==> src/rtl/fetch_front.sv <==
// Three-stage instruction fetch front end: C (next-PC select, return stack, line counters),
// F1 (I-cache line addresses) and F2 (line capture and 32-bit word extraction).
module fetch_front #(
  parameter int unsigned XLEN      = 32,
  parameter int unsigned CL_SIZE   = 128,
  parameter int unsigned CLC_WIDTH = 28
) (
  input  logic                 clk,
  input  logic                 rst,
  input  logic                 stall_in,
  input  logic                 mem_stall,
  input  logic                 resteer,
  input  logic                 resteer_taken_ROB,
  input  logic [XLEN-1:0]      resteer_target_ROB,
  input  logic                 resteer_taken_BR,
  input  logic [XLEN-1:0]      resteer_target_BR,
  input  logic                 resteer_taken_D1,
  input  logic [XLEN-1:0]      resteer_target_D1,
  input  logic                 ras_push,
  input  logic                 ras_pop,
  input  logic [XLEN-1:0]      ras_ret_addr,
  output logic [CLC_WIDTH-1:0] clc_even,
  output logic [CLC_WIDTH-1:0] clc_odd,
  output logic [XLEN-1:0]      ras_data_out,
  output logic                 ras_valid_out,
  output logic [XLEN-1:0]      addr_even,
  output logic [XLEN-1:0]      addr_odd,
  output logic                 addr_even_valid,
  output logic                 addr_odd_valid,
  input  logic [CL_SIZE-1:0]   cl_even,
  input  logic [CL_SIZE-1:0]   cl_odd,
  input  logic                 hit_even,
  input  logic                 hit_odd,
  output logic [XLEN-1:0]      IBuff_out,
  output logic [XLEN-1:0]      pc_out,
  output logic                 valid_out
);

  localparam int unsigned OffBits  = $clog2(CL_SIZE / 8);
  localparam int unsigned WordBits = OffBits - 2;
  localparam int unsigned RasDepth = 8;

  // ---------------------------------------------------------------- C stage
  logic [XLEN-1:0]      pc_q, pc_d;
  logic [CLC_WIDTH-1:0] line, line_inc;
  logic                 ras_redirect, redirect, flush, fe_hold;

  logic [XLEN-1:0] ras_q [RasDepth];
  logic [2:0]      ras_top_q;
  logic [3:0]      ras_cnt_q;

  assign ras_valid_out = (ras_cnt_q != 4'd0);
  assign ras_data_out  = ras_q[ras_top_q];

  assign ras_redirect = ras_pop & ras_valid_out;
  assign redirect     = resteer_taken_ROB | resteer_taken_BR | resteer_taken_D1 | ras_redirect;
  assign flush        = redirect | resteer;
  assign fe_hold      = stall_in | mem_stall;

  always_comb begin
    pc_d = pc_q + XLEN'(4);
    if (resteer_taken_ROB) begin
      pc_d = {resteer_target_ROB[XLEN-1:2], 2'b00};
    end else if (resteer_taken_BR) begin
      pc_d = {resteer_target_BR[XLEN-1:2], 2'b00};
    end else if (resteer_taken_D1) begin
      pc_d = {resteer_target_D1[XLEN-1:2], 2'b00};
    end else if (ras_redirect) begin
      pc_d = {ras_data_out[XLEN-1:2], 2'b00};
    end else if (resteer || fe_hold) begin
      // A bare resteer refetches from the current PC.
      pc_d = pc_q;
    end
  end

  always_ff @(posedge clk or posedge rst) begin
    if (rst) pc_q <= '0;
    else     pc_q <= pc_d;
  end

  assign line     = pc_q[XLEN-1:OffBits];
  assign line_inc = line + CLC_WIDTH'(1);

  always_comb begin
    clc_even = line;
    clc_odd  = line_inc;
    if (line[0]) begin
      clc_even = line_inc;
      clc_odd  = line;
    end
  end

  // Circular return stack: push on full overwrites the oldest entry.
  always_ff @(posedge clk or posedge rst) begin
    if (rst) begin
      for (int i = 0; i < RasDepth; i++) ras_q[i] <= '0;
      ras_top_q <= '0;
      ras_cnt_q <= '0;
    end else if (ras_push && ras_pop && ras_valid_out) begin
      ras_q[ras_top_q] <= ras_ret_addr;
    end else if (ras_push) begin
      ras_q[ras_top_q + 3'd1] <= ras_ret_addr;
      ras_top_q               <= ras_top_q + 3'd1;
      if (ras_cnt_q != 4'(RasDepth)) ras_cnt_q <= ras_cnt_q + 4'd1;
    end else if (ras_pop && ras_valid_out) begin
      ras_top_q <= ras_top_q - 3'd1;
      ras_cnt_q <= ras_cnt_q - 4'd1;
    end
  end

  // --------------------------------------------------------------- F1 stage
  logic [XLEN-1:0] f1_pc_q;

  always_ff @(posedge clk or posedge rst) begin
    if (rst) begin
      f1_pc_q         <= '0;
      addr_even       <= '0;
      addr_odd        <= '0;
      addr_even_valid <= 1'b0;
      addr_odd_valid  <= 1'b0;
    end else if (flush) begin
      addr_even_valid <= 1'b0;
      addr_odd_valid  <= 1'b0;
    end else if (!fe_hold) begin
      f1_pc_q         <= pc_q;
      addr_even       <= {clc_even, OffBits'(0)};
      addr_odd        <= {clc_odd, OffBits'(0)};
      addr_even_valid <= 1'b1;
      addr_odd_valid  <= 1'b1;
    end
  end

  // --------------------------------------------------------------- F2 stage
  logic                odd_sel, sel_hit, sel_valid;
  logic [CL_SIZE-1:0]  sel_line, shifted;
  logic [WordBits-1:0] word_idx;

  assign odd_sel   = f1_pc_q[OffBits];
  assign sel_line  = odd_sel ? cl_odd : cl_even;
  assign sel_hit   = odd_sel ? hit_odd : hit_even;
  assign sel_valid = odd_sel ? addr_odd_valid : addr_even_valid;
  assign word_idx  = f1_pc_q[OffBits-1:2];
  assign shifted   = sel_line >> {word_idx, 5'd0};

  always_ff @(posedge clk or posedge rst) begin
    if (rst) begin
      IBuff_out <= '0;
      pc_out    <= '0;
      valid_out <= 1'b0;
    end else if (flush) begin
      valid_out <= 1'b0;
    end else if (!stall_in) begin
      IBuff_out <= shifted[XLEN-1:0];
      pc_out    <= f1_pc_q;
      valid_out <= sel_valid & sel_hit & ~mem_stall;
    end
  end

endmodule

==> config.mk <==
export PLATFORM = sky130hd
export DESIGN_NAME = fetch_front
export DESIGN_NICKNAME = d
export VERILOG_FILES = /design/src/rtl/fetch_front.sv
export SDC_FILE = /design/constraint.sdc
export NUM_CORES = 1
export LEC_CHECK = 0
export ABC_AREA = 0
export CORE_AREA = 2 2 240 242
export CTS_BUF_LIST = sky130_fd_sc_hd__clkbuf_8 sky130_fd_sc_hd__clkbuf_16
export DETAILED_ROUTE_END_ITERATION = 8
export DIE_AREA = 0 0 242 244
export DONT_BUFFER_PORTS = 1
export PLACE_DENSITY = 0.53
export RECOVER_POWER = 100
export SYNTH_ARGS = -nofsm -noshare
export SYNTH_HDL_FRONTEND = slang
export SYNTH_SLANG_ARGS = --single-unit
==> constraint.sdc <==
create_clock -name clk -period 42.8 [get_ports clk]
set_input_delay 8.56 -clock clk [delete_from_list [all_inputs] [get_ports clk]]
set_output_delay 8.56 -clock clk [all_outputs]
set_load 0.01 [all_outputs]
==> results of run 1 <==
[flip-flops by register name (all words and copies together) (netlist names)]
name,flops
pc_out,30
f1_pc_q,30
addr_odd_valid,1
addr_odd,28
pc_q,30
addr_even,27
valid_out,1
IBuff_out,32
ras_q,256
ras_cnt_q,4
ras_top_q,3
[cell families (layout without fill, tap and decap cells)]
group,count (synthesis),after routing,share of synthesized area
adder cells (fa/ha/maj),8,8,0.00463
multiplexers,460,460,0.270
XOR/XNOR,65,65,0.0245
AND/OR/NAND/NOR,521,521,0.101
flip-flops,442,442,0.476
other,2,34,0.000323
buffers and inverters,192,140,0.0420
AO/OA/AOI/OAI,279,279,0.0819
[layout by cell type, fill, tap and decap left out, types with 14 or more instances in the layout]
master,instances
sky130_fd_sc_hd__a21oi_1,75
sky130_fd_sc_hd__a221oi_1,29
sky130_fd_sc_hd__a22oi_1,19
sky130_fd_sc_hd__and3_1,14
sky130_fd_sc_hd__buf_4,16
sky130_fd_sc_hd__clkbuf_1,20
sky130_fd_sc_hd__clkbuf_16,50
sky130_fd_sc_hd__dfrtp_1,438
sky130_fd_sc_hd__diode_2,21
sky130_fd_sc_hd__inv_1,17
sky130_fd_sc_hd__mux2_1,36
sky130_fd_sc_hd__mux2_2,283
sky130_fd_sc_hd__mux2i_1,48
sky130_fd_sc_hd__mux4_2,92
sky130_fd_sc_hd__nand2_1,284
sky130_fd_sc_hd__nand3_1,42
sky130_fd_sc_hd__nand4_1,14
sky130_fd_sc_hd__nor2_1,100
sky130_fd_sc_hd__nor3_1,16
sky130_fd_sc_hd__o21ai_0,45
sky130_fd_sc_hd__o22ai_1,22
sky130_fd_sc_hd__xnor2_1,44
sky130_fd_sc_hd__xor2_1,21
[metal layers]
metal  vias to the layer above  part of all wire  GRT usage
met4                        28             0.032     0.0939
li1                       6993                 -          -
met5                         -            0.0021     0.0163
met1                      8717              0.39      0.369
met3                       171              0.13      0.132
met2                       862              0.45      0.435
[final cells by class]
cell class,instances,share of cell area
Clock inverter,31,0.0107
Tap cell,756,0.0378
Inverter,12,0.00185
Clock buffer,61,0.0560
Timing Repair Buffer,36,0.00779
Antenna cell,21,0.00210
Sequential cell,442,0.442
Multi-Input combinational cell,1346,0.442
[per-stage QoR]
step                power [mW]  worst slack (ps)  hold WS, ps  instance area [sq um]  utilization
global placement          1.38             31150          455                  23600        0.421
floorplan                 1.20             21920          440                  23300            -
detailed placement        1.40             31120          458                  23600        0.421
finish                    1.82             25340          472                  25100        0.446
global route              1.92             23390          490                  25000        0.446
CTS                       1.84             30450          473                  25300        0.451
[path summary, 6_finish.rpt]
kind,from,endpoint,slack [ps],cells after the start
setup / recovery,rst,ras_q[207],25340,3
max in group clk,ras_top_q[2],ras_data_out[5],27200,4
hold reg to reg,f1_pc_q[15],f1_pc_q[15],470,2
min in group asynchronous,rst,pc_q[15],9450,1
setup reg to reg,ras_top_q[1],ras_q[154],33850,8
hold / removal,f1_pc_q[15],f1_pc_q[15],470,2
[power by group]
part | internal [mW] | switching, mW | total [mW]
Sequential | 0.581 | 0.141 | 0.723
Combinational | 0.309 | 0.358 | 0.667
Clock | 0.251 | 0.183 | 0.434
[tightest hold or removal path, cell delays in order (launching register included)]
cell and delay, ps:
sky130_fd_sc_hd__dfrtp_1 340, sky130_fd_sc_hd__nand2_1 50, sky130_fd_sc_hd__nand2_1 50
==> impl_table.tex, run 1 <==
\begin{tabular}{lr}
\hline
Metric & Value \\
\hline
\multicolumn{2}{l}{\textbf{Yosys}} \\
Ys Warns & 0 \\
Top area cells in the synthesized netlist & sky130\_fd\_sc\_hd\_\_dfrtp\_1 48\%, sky130\_fd\_sc\_hd\_\_mux2\_2 14\%, sky130\_fd\_sc\_hd\_\_mux4\_2 8.9\% \\
Area of the mapped netlist & 23200 sq um \\
Synthesized area divided by synthesized cell count & about 12 sq um \\
Cell type with the highest aggregate area in the netlist & sky130\_fd\_sc\_hd\_\_dfrtp\_1 \\
Most frequently used cell type in the post-synthesis netlist & sky130\_fd\_sc\_hd\_\_dfrtp\_1 \\
Sequential share of the synthesized area & 0.476 \\
Async S/R FF share, synth & 1.00 \\
Area share of the largest cell type after synthesis & 0.476 \\
Most frequently used flop master after synthesis & sky130\_fd\_sc\_hd\_\_dfrtp\_1 \\
Count of unique library cells instantiated by Yosys & $\sim$80 \\
Gate Count Post-Synth & between 1500 and 2000 \\
Number of storage elements in the synthesis netlist & 442 \\
Top cell types by occurrence after synthesis & 442 x sky130\_fd\_sc\_hd\_\_dfrtp\_1, 285 x sky130\_fd\_sc\_hd\_\_nand2\_1, 284 x sky130\_fd\_sc\_hd\_\_mux2\_2, 99 x sky130\_fd\_sc\_hd\_\_nor2\_1, 92 x sky130\_fd\_sc\_hd\_\_mux4\_2 \\
Number of flops mapped to enable cells by yosys & 0 \\
\multicolumn{2}{l}{\textbf{Place}} \\
IO buf count & 0 \\
DPL Wire Length & 62.9 mm \\
Total instance count after detailed placement & roughly 2600 \\
Global placer's final weighted congestion & between 1 and 1.5 \\
\multicolumn{2}{l}{\textbf{Clock network}} \\
Insertion delay of the later-clocked pin in the worst-skew pair & approximately 610 ps \\
CTS clk-pin slew, worst paths & roughly 60 ps \\
Hold-fix buffer count after cts & 0 \\
Cell chosen for the clock root & sky130\_fd\_sc\_hd\_\_clkbuf\_16 \\
Count of cells resized by post-cts repair & 0 \\
Number of buffers inserted during clock tree synthesis & 50 \\
CTS tree & built \\
Setup bufs post-CTS & 0 \\
Number of H-tree levels & 2 \\
Clock Path Buffers & 3 \\
CTS Sinks & between 400 and 500 \\
\multicolumn{2}{l}{\textbf{Worst setup path}} \\
Category of the worst setup path launch point & primary input \\
Critical path required time & about 43000 ps \\
Maximum fanout count along the critical path & about 110 \\
Worst path max stage delay & 2940 ps \\
Slowest stage cell on the critical path & sky130\_fd\_sc\_hd\_\_clkinvlp\_2 \\
Setup Crit Path Kind & in2async \\
Endpoint class of the critical path & async pin \\
Most common cell on crit path & sky130\_fd\_sc\_hd\_\_clkbuf\_1 \\
Crit path buf inv count & 3 \\
Critical Path, Cell by Cell & clkinvlp\_2 -> clkbuf\_1 -> clkbuf\_1 \\
Crit path max-delay family & buffers and inverters \\
Arrival time reported for the critical path endpoint & $\sim$17000 ps \\
\multicolumn{2}{l}{\textbf{STA}} \\
Setup violation total in the final timing report & 0 \\
Actual transition at the worst max-transition pin & between 5000 and 6000 ps \\
Slew margin rel. & -2.68 \\
Period Utilization, post-route & 0.408 \\
Final number of max-transition violations & approximately 1100 \\
RSZ-0062 raised after global routing & no \\
Setup TNS & 0 ps \\
Final worst path period need & around 17000 ps \\
Maximum achievable frequency & between 50 and 60 MHz \\
Endpoints failing hold & 0 \\
Clock skew after layout & about 28 ps \\
\multicolumn{2}{l}{\textbf{Detailed routing}} \\
Average routed wire per standard cell & $\sim$32 um \\
Number of detailed-route iterations in the first pass & 6 \\
Remaining antenna violation count & 0 \\
Post-route DRC violation count & 0 \\
Post-Route WL & just under 90 mm \\
Detail-routed via count per cell & around 6.2 \\
Violation count after the first detailed-route iteration & between 1500 and 2000 \\
Routed vias & between 15000 and 20000 \\
\multicolumn{2}{l}{\textbf{Final layout}} \\
Share of layout cells above drive strength 1 & 0.257 \\
Area added between synthesis and finish & 7.79\% \\
Area occupied by multi-input gates & $\sim$11000 sq um \\
Sequential cell area in the final layout & around 11000 sq um \\
Count of filler cells inserted in the layout & between 5000 and 6000 \\
Final cell count without fillers & 2705 \\
Number of nets at the end of the flow & 2292 \\
\multicolumn{2}{l}{\textbf{Floorplanning}} \\
Number of placement rows & 87 \\
Initial Utilization & 0.414 \\
Height of the die & around 240 um \\
Die boundary width & roughly 240 um \\
Placeable core region & $\sim$56000 sq um \\
Num ports & between 600 and 700 \\
Die footprint & a little under 60000 sq um \\
\multicolumn{2}{l}{\textbf{Global routing}} \\
Global-route congestion overflow total & 0 \\
Number of global-route vias before repair & between 15000 and 20000 \\
Number of antenna violations at the first check in global routing & 41 \\
Wire length of the first global-routing pass & around 120 mm \\
Pin count of the biggest net entering global routing & approximately 110 \\
GRT Util Overall & 0.289 \\
\multicolumn{2}{l}{\textbf{Outcome}} \\
Failing checks & capacitance limit, slew limit \\
Outcome & complete, but fails checks \\
\multicolumn{2}{l}{\textbf{Power}} \\
Leakage power & approximately 11 nW \\
Worst IR Drop VDD & between 0.00003 and 0.00004 V \\
Cell Pwr Density & between 70 and 80 nW/um\^{}2 \\
\multicolumn{2}{l}{\textbf{Worst hold path}} \\
Min-delay worst type & reg2reg \\
\multicolumn{2}{l}{\textbf{Run}} \\
Count of max-cap constraint violations & 23 \\
\hline
\end{tabular}
(Power assumes the default switching activity.)
==> inputs of run 2 (changes only) <==
==> constraint.sdc (replaced) <==
create_clock -name clk -period 16.95 [get_ports clk]
set_input_delay 3.39 -clock clk [delete_from_list [all_inputs] [get_ports clk]]
set_output_delay 3.39 -clock clk [all_outputs]
set_load 0.01 [all_outputs]
==> run 2 against run 1 <==
  * The run still ends with capacitance limit, slew limit left
  * Flip-flop and latch count stayed put
  * Clock skew is 3.5 ps lower
  * Via count hardly changed
  * Combinational power grew to 2.5 times the previous value
  * Sequential share of layout area hardly changed
  * Die area stayed put
  * Critical path depth is 1 lower
  * Non-clock buffer count is 3 lower
  * Critical endpoint is now ras_q[145]
==> impl_table.tex, run 2 (synthesized netlist as in run 1, its figures left out) <==
\begin{tabular}{lr}
\hline
Metric & Value \\
\hline
\multicolumn{2}{l}{\textbf{STA}} \\
Actual transition at the worst max-transition pin & 5680 ps (+160 ps) \\
Endpoints failing hold & 0 (unchanged) \\
Slew margin rel. & -2.80 (-0.128) \\
Setup TNS & 0 ps (unchanged) \\
Period Utilization, post-route & 0.601 \\
Final number of max-transition violations & 930 (-18\%) \\
Setup violation total in the final timing report & 0 (unchanged) \\
Maximum achievable frequency & between 90 and 100 MHz \\
RSZ-0062 raised after global routing & no \\
Final worst path period need & $\sim$10000 ps \\
Clock skew after layout & 24.8 ps (-3.46 ps) \\
\multicolumn{2}{l}{\textbf{Power}} \\
Share of power burned in combinational logic & 0.364 (-0.002) \\
Cell Pwr Density & 183 nW/um\^{}2 (+150\%) \\
Leakage power & 10.5 nW (about the same) \\
Cell-internal power & 2.88 mW (+150\%) \\
Clock network fraction of total power & 0.241 (+0.003) \\
Worst IR Drop VDD & 0.000105 V (+170\%) \\
Net Switching & 1.71 mW (+150\%) \\
Sw Ratio & 0.373 (-0.00120) \\
Fraction of power consumed by sequential logic & 0.395 (about the same) \\
\multicolumn{2}{l}{\textbf{Clock network}} \\
CTS Sinks & 442 (unchanged) \\
Cell chosen for the clock root & sky130\_fd\_sc\_hd\_\_clkbuf\_16 \\
Clock Path Buffers & 3 (unchanged) \\
Count of cells resized by post-cts repair & 0 (unchanged) \\
Insertion delay of the later-clocked pin in the worst-skew pair & 610 ps (about the same) \\
Number of buffers inserted during clock tree synthesis & 50 (unchanged) \\
CTS tree & built \\
CTS clk-pin slew, worst paths & 60 ps (about the same) \\
Setup bufs post-CTS & 0 (unchanged) \\
Number of H-tree levels & 2 (unchanged) \\
Hold-fix buffer count after cts & 0 (unchanged) \\
\multicolumn{2}{l}{\textbf{Worst setup path}} \\
Launch instance of the worst register-to-register path & ras\_top\_q[0] \\
Endpoint of the lowest-slack register-to-register path & ras\_q[166] \\
Category of the worst setup path launch point & primary input \\
Register-to-register path setup slack & 7880 ps (-25970 ps) \\
Worst path max stage delay & 3200 ps (+260 ps) \\
Crit path max-delay family & buffers and inverters \\
Slowest stage cell on the critical path & sky130\_fd\_sc\_hd\_\_clkbuf\_1 \\
Arrival time reported for the critical path endpoint & 9890 ps (-7450 ps) \\
Maximum fanout count along the critical path & 121 (+7.1\%) \\
Length in cells of the worst reg-to-reg path & 7 (-1) \\
Setup Crit Path Kind & in2async \\
Critical path required time & 16650 ps (-26040 ps) \\
Crit path buf inv count & 2 (-1) \\
Critical Path, Cell by Cell & clkinvlp\_2 -> clkbuf\_1 \\
Endpoint class of the critical path & async pin \\
\multicolumn{2}{l}{\textbf{Final layout}} \\
Area added between synthesis and finish & 7.86\% (about the same) \\
Highest-count cells in the layout ignoring fill and taps & 438 x sky130\_fd\_sc\_hd\_\_dfrtp\_1, 284 x sky130\_fd\_sc\_hd\_\_nand2\_1, 282 x sky130\_fd\_sc\_hd\_\_mux2\_2, 100 x sky130\_fd\_sc\_hd\_\_nor2\_1, 92 x sky130\_fd\_sc\_hd\_\_mux4\_2 \\
Number of nets at the end of the flow & 2289 (-0.13\%) \\
Share of layout cells above drive strength 1 & 0.255 (-0.00220) \\
Final design instance area without fill & 25100 sq um (about the same) \\
Largest registers ranked by flip-flop count & ras\_q (256), IBuff\_out (32) \\
Most frequent standard cell in the layout excluding fill and tap cells & sky130\_fd\_sc\_hd\_\_dfrtp\_1 \\
Final design utilization & 0.446 (about the same) \\
Most flop-heavy register & ras\_q \\
Number of flip-flops in the largest register & 256 (unchanged) \\
\multicolumn{2}{l}{\textbf{Global routing}} \\
Global-route congestion overflow total & 0 (unchanged) \\
Wire length of the first global-routing pass & 124 mm (about the same) \\
GRT Util Overall & 0.288 (-0.00109) \\
Number of antenna violations at the first check in global routing & 42 (+2.4\%) \\
Number of global-route vias before repair & 16500 (+0.35\%) \\
Pin count of the biggest net entering global routing & 176 (+54\%) \\
\multicolumn{2}{l}{\textbf{Place}} \\
Global placer's final weighted congestion & 1.02 (+0.42\%) \\
DPL Wire Length & 62.5 mm (-0.70\%) \\
IO buf count & 0 (unchanged) \\
Post-placement cell area & 23600 sq um (about the same) \\
\multicolumn{2}{l}{\textbf{Detailed routing}} \\
Number of detailed-route iterations in the first pass & 6 (unchanged) \\
Met3 wire len & 10.4 mm (-10\%) \\
Average routed wire per standard cell & 32.2 um (-0.49\%) \\
Met1 wire length & 35.1 mm (+3.8\%) \\
Detail-routed via count per cell & 6.20 (about the same) \\
Wire length on met2 & 38.7 mm (-1.5\%) \\
Violation count after the first detailed-route iteration & 1516 (-5.0\%) \\
Routed vias & 16800 (-0.078\%) \\
Top Layer Used & met5 \\
Post-route DRC violation count & 0 (unchanged) \\
Remaining antenna violation count & 0 (unchanged) \\
Post-Route WL & 87.0 mm (-0.60\%) \\
\multicolumn{2}{l}{\textbf{Worst hold path}} \\
Hold Crit Endpoint & f1\_pc\_q[16] \\
Min-delay worst type & reg2reg \\
Worst Min Path Start & f1\_pc\_q[16] \\
Hold depth & 2 (unchanged) \\
\multicolumn{2}{l}{\textbf{Outcome}} \\
Failing checks & capacitance limit, slew limit \\
Outcome & complete, but fails checks \\
\multicolumn{2}{l}{\textbf{Floorplanning}} \\
Die boundary width & 242 um (unchanged) \\
Initial Utilization & 0.414 (unchanged) \\
Die footprint & 59000 sq um (unchanged) \\
Height of the die & 244 um (unchanged) \\
Placeable core region & 56200 sq um (unchanged) \\
Num ports & 616 (unchanged) \\
Number of placement rows & 87 (unchanged) \\
\multicolumn{2}{l}{\textbf{Run}} \\
Count of max-cap constraint violations & 21 (-8.7\%) \\
\hline
\end{tabular}
## run 2: cell types whose count changed in the layout (fill, tap and decap cells not counted), sizes merged
cell and change:
buf -3, clkbuf +3, clkinv -1, clkinvlp -1, inv -1
## run 2: stage by stage
step           cells  hold slack (ps)  setup slack (ps)  power (mW)
5_1_grt         2696              492              5330        4.83
3_3_place_gp    2589              454             10430        3.49
3_5_place_dp    2589              459             10480        3.54
6_report        2702              473              6770        4.60
4_1_cts         2681              474              9790        4.66
2_1_floorplan   1980              440              1240        3.02
## run 2: layout make-up
| type | count | area, sq um |
|---|---|---|
| Fill cell | 5352 | 31100 |
| Multi-Input combinational cell | 1346 | 11100 |
| Inverter | 12 | 46.3 |
| Tap cell | 756 | 946 |
| Clock inverter | 28 | 256 |
| Antenna cell | 21 | 52.6 |
| Clock buffer | 64 | 1440 |
| Timing Repair Buffer | 33 | 185 |
| Sequential cell | 442 | 11100 |
## run 2: routing by layer
metal  vias up  track usage
li1       7008            -
met1      8710        0.377
met2       848        0.435
met3       164        0.122
met4        28       0.0846
met5         -      0.00408
## run 2: worst max path at each step
stage / from / to / slack [ps] / cells after the start
finish: rst / ras_q[145] / 6770 / 2
global route: rst / ras_q[244] / 5330 / 2
CTS: pc_q[4] / clc_even[26] / 9790 / 5
detailed placement: ras_top_q[1] / ras_data_out[8] / 10480 / 4
global placement: ras_top_q[1] / ras_data_out[8] / 10430 / 4
floorplan: rst / IBuff_out[0] / 1240 / 1
## run 2: power by group through the flow
| stage | logic, mW | registers, mW | clock network, mW |
|---|---|---|---|
| 6_report | 1.67 | 1.82 | 1.11 |
| 5_1_grt | 1.79 | 1.87 | 1.17 |
| 4_1_cts | 1.71 | 1.82 | 1.13 |
| 3_5_place_dp | 1.71 | 1.83 | 0 |
| 3_3_place_gp | 1.68 | 1.81 | 0 |
| 2_1_floorplan | 1.35 | 1.67 | 0 |
==> inputs of run 3 (changes only) <==
==> constraint.sdc (replaced) <==
create_clock -name clk -period 10.05 [get_ports clk]
set_input_delay 2.01 -clock clk [delete_from_list [all_inputs] [get_ports clk]]
set_output_delay 2.01 -clock clk [all_outputs]
set_load 0.01 [all_outputs]
==> run 3 against run 2 <==
  * The run still ends with capacitance limit, slew limit left
  * Register-to-register slack worse by 5600 ps
  * Via count is 0.35% lower
  * Final cell count up 0.30%
  * Clock power grew 73%
  * Non-clock buffer count rose by 3
  * Worst setup slack worse by 4500 ps
  * First-iteration DRC count up 0.33%
  * Global-route usage about the same
  * Power up 69%
  * Largest cell class is now multi-input combinational cells
==> impl_table.tex, run 3 (synthesized netlist as in run 1, its figures left out) <==
\begin{tabular}{lr}
\hline
Metric & Value \\
\hline
\multicolumn{2}{l}{\textbf{Outcome}} \\
Outcome & complete, but fails checks \\
Failing checks & capacitance limit, slew limit \\
\multicolumn{2}{l}{\textbf{Detailed routing}} \\
Remaining antenna violation count & 0 (unchanged) \\
Violation count after the first detailed-route iteration & 1521 (+0.33\%) \\
Number of detailed-route iterations in the first pass & 9 (+3) \\
Post-route DRC violation count & 0 (unchanged) \\
Top Layer Used & met5 \\
Wire length on met2 & 38.1 mm (-1.4\%) \\
Met1 wire length & 34.9 mm (-0.57\%) \\
Detail-routed via count per cell & 6.16 (-0.65\%) \\
Post-Route WL & 86.8 mm (-0.27\%) \\
Routed vias & 16700 (-0.35\%) \\
Average routed wire per standard cell & 32.0 um (-0.56\%) \\
Met3 wire len & 10.8 mm (+4.0\%) \\
\multicolumn{2}{l}{\textbf{Global routing}} \\
Pin count of the biggest net entering global routing & 169 (-4.0\%) \\
Number of antenna violations at the first check in global routing & 54 (+29\%) \\
GRT Util Overall & 0.288 (about the same) \\
Wire length of the first global-routing pass & 123 mm (-0.29\%) \\
Global-route congestion overflow total & 0 (unchanged) \\
Number of global-route vias before repair & 16500 (-0.33\%) \\
\multicolumn{2}{l}{\textbf{Final layout}} \\
Final cell count without fillers & 2710 (+0.30\%) \\
Most flop-heavy register & ras\_q \\
Most frequent standard cell in the layout excluding fill and tap cells & sky130\_fd\_sc\_hd\_\_dfrtp\_1 \\
Highest-count cells in the layout ignoring fill and taps & 438 x sky130\_fd\_sc\_hd\_\_dfrtp\_1, 286 x sky130\_fd\_sc\_hd\_\_nand2\_1, 283 x sky130\_fd\_sc\_hd\_\_mux2\_2, 99 x sky130\_fd\_sc\_hd\_\_nor2\_1, 92 x sky130\_fd\_sc\_hd\_\_mux4\_2 \\
Number of flip-flops in the largest register & 256 (unchanged) \\
Area added between synthesis and finish & 8.25\% \\
Final design instance area without fill & 25200 sq um (+0.36\%) \\
Number of nets at the end of the flow & 2293 (+0.17\%) \\
Final design utilization & 0.448 (+0.00160) \\
Share of layout cells above drive strength 1 & 0.255 (+0.000906) \\
Largest registers ranked by flip-flop count & ras\_q (256), IBuff\_out (32) \\
\multicolumn{2}{l}{\textbf{STA}} \\
Maximum achievable frequency & between 100 and 150 MHz \\
Period Utilization, post-route & 0.774 \\
Final worst path period need & 7770 ps \\
Worst-case setup margin in the final layout & 2280 ps (-4490 ps) \\
Clock skew after layout & 28.2 ps (+3.37 ps) \\
Endpoints failing hold & 0 (unchanged) \\
Final number of max-transition violations & 779 (-16\%) \\
RSZ-0062 raised after global routing & no \\
Worst hold margin & 473 ps (-0.211 ps) \\
Slew margin rel. & -1.39 (+1.41) \\
Actual transition at the worst max-transition pin & 3590 ps (-2080 ps) \\
Setup TNS & 0 ps (unchanged) \\
Setup violation total in the final timing report & 0 (unchanged) \\
\multicolumn{2}{l}{\textbf{Worst hold path}} \\
Hold depth & 2 (unchanged) \\
Worst Min Path Start & f1\_pc\_q[9] \\
Min-delay worst type & reg2reg \\
Hold Crit Endpoint & f1\_pc\_q[9] \\
\multicolumn{2}{l}{\textbf{Clock network}} \\
Count of cells resized by post-cts repair & 0 (unchanged) \\
Number of H-tree levels & 2 (unchanged) \\
CTS tree & built \\
Cell chosen for the clock root & sky130\_fd\_sc\_hd\_\_clkbuf\_16 \\
Insertion delay of the later-clocked pin in the worst-skew pair & 610 ps (about the same) \\
Clock Path Buffers & 3 (unchanged) \\
Hold-fix buffer count after cts & 0 (unchanged) \\
Setup bufs post-CTS & 0 (unchanged) \\
Number of buffers inserted during clock tree synthesis & 51 (+2.0\%) \\
CTS Sinks & 442 (unchanged) \\
CTS clk-pin slew, worst paths & 60 ps (about the same) \\
\multicolumn{2}{l}{\textbf{Place}} \\
Post-placement setup slack & 4760 ps (-5720 ps) \\
DPL Wire Length & 63.3 mm (+1.3\%) \\
IO buf count & 0 (unchanged) \\
Post-placement cell area & 23600 sq um (about the same) \\
Global placer's final weighted congestion & 0.976 (-4.3\%) \\
Total instance count after detailed placement & 2592 (+0.12\%) \\
\multicolumn{2}{l}{\textbf{Run}} \\
Count of max-cap constraint violations & 18 (-14\%) \\
\multicolumn{2}{l}{\textbf{Worst setup path}} \\
Endpoint of the lowest-slack register-to-register path & ras\_q[164] \\
Launch instance of the worst register-to-register path & ras\_top\_q[0] \\
Setup Crit Path Kind & reg2reg \\
Critical path required time & 10540 ps (-6110 ps) \\
Register-to-register path setup slack & 2280 ps (-5600 ps) \\
Category of the worst setup path launch point & register \\
Maximum fanout count along the critical path & 36 (-70\%) \\
Worst path max stage delay & 1660 ps (-1540 ps) \\
Slowest stage cell on the critical path & sky130\_fd\_sc\_hd\_\_clkbuf\_1 \\
Endpoint class of the critical path & register \\
Arrival time reported for the critical path endpoint & 8270 ps (-1620 ps) \\
Crit path buf inv count & 3 (+1) \\
Critical Path, Cell by Cell & clkbuf\_1 -> inv\_2 -> ha\_1 -> nand4\_1 -> a21oi\_1 -> clkbuf\_1 -> mux2\_2 \\
Length in cells of the worst reg-to-reg path & 7 (unchanged) \\
Most common cell on crit path & sky130\_fd\_sc\_hd\_\_clkbuf\_1 \\
Crit path max-delay family & buffers and inverters \\
\multicolumn{2}{l}{\textbf{Floorplanning}} \\
Placeable core region & 56200 sq um (unchanged) \\
Height of the die & 244 um (unchanged) \\
Initial Utilization & 0.414 (unchanged) \\
Num ports & 616 (unchanged) \\
Die boundary width & 242 um (unchanged) \\
Number of placement rows & 87 (unchanged) \\
Die footprint & 59000 sq um (unchanged) \\
\multicolumn{2}{l}{\textbf{Power}} \\
Overall power of the completed layout & 7.79 mW (+69\%) \\
Leakage power & 10.6 nW (+0.26\%) \\
Cell Pwr Density & 310 nW/um\^{}2 (+69\%) \\
Worst IR Drop VDD & 0.000154 V (+46\%) \\
\hline
\end{tabular}
run 3: where the power goes:
part / total [mW] / switching [mW] / leakage [nW] / internal, mW
registers: 3.05 / 0.570 / 5.45 / 2.47
clock network: 1.92 / 0.777 / 0.891 / 1.14
logic: 2.82 / 1.55 / 4.22 / 1.28
run 3: area by class of cell:
class / instances / area [sq um]
fillers: 5295 / 31000
diodes: 28 / 70.1
clock buffers: 66 / 1490
multi-input cells: 1346 / 11100
clock inverters: 24 / 255
flip-flops and latches: 442 / 11100
repair buffers: 36 / 205
well taps: 756 / 946
inverters: 12 / 46.3
run 3: how the worst max path moves through the flow:
stage | startpoint | slack (ps) | to | cells after the start
final | ras_top_q[0] | 2280 | ras_q[164] | 7
after detailed placement | ras_top_q[2] | 4760 | ras_data_out[24] | 4
after global placement | ras_top_q[0] | 4790 | ras_data_out[7] | 5
after global routing | ras_top_q[0] | 1980 | ras_q[182] | 7
after CTS | ras_top_q[2] | 4110 | ras_data_out[24] | 4
after floorplan | rst | 2070 | IBuff_out[0] | 1
run 3: routing by layer:
layer / vias up / GRT usage
li1: 6999 / -
met1: 8627 / 0.372
met2: 835 / 0.426
met3: 194 / 0.134
met4: 44 / 0.0931
met5: - / 0.0155
run 3: worst register-to-register path, cell delays in order (launching register included):
cell and delay [ps]:
sky130_fd_sc_hd__dfrtp_1 1240, sky130_fd_sc_hd__clkbuf_1 1580, sky130_fd_sc_hd__inv_2 980, sky130_fd_sc_hd__ha_1 730, sky130_fd_sc_hd__nand4_1 120, sky130_fd_sc_hd__a21oi_1 870
sky130_fd_sc_hd__clkbuf_1 1660, sky130_fd_sc_hd__mux2_2 480
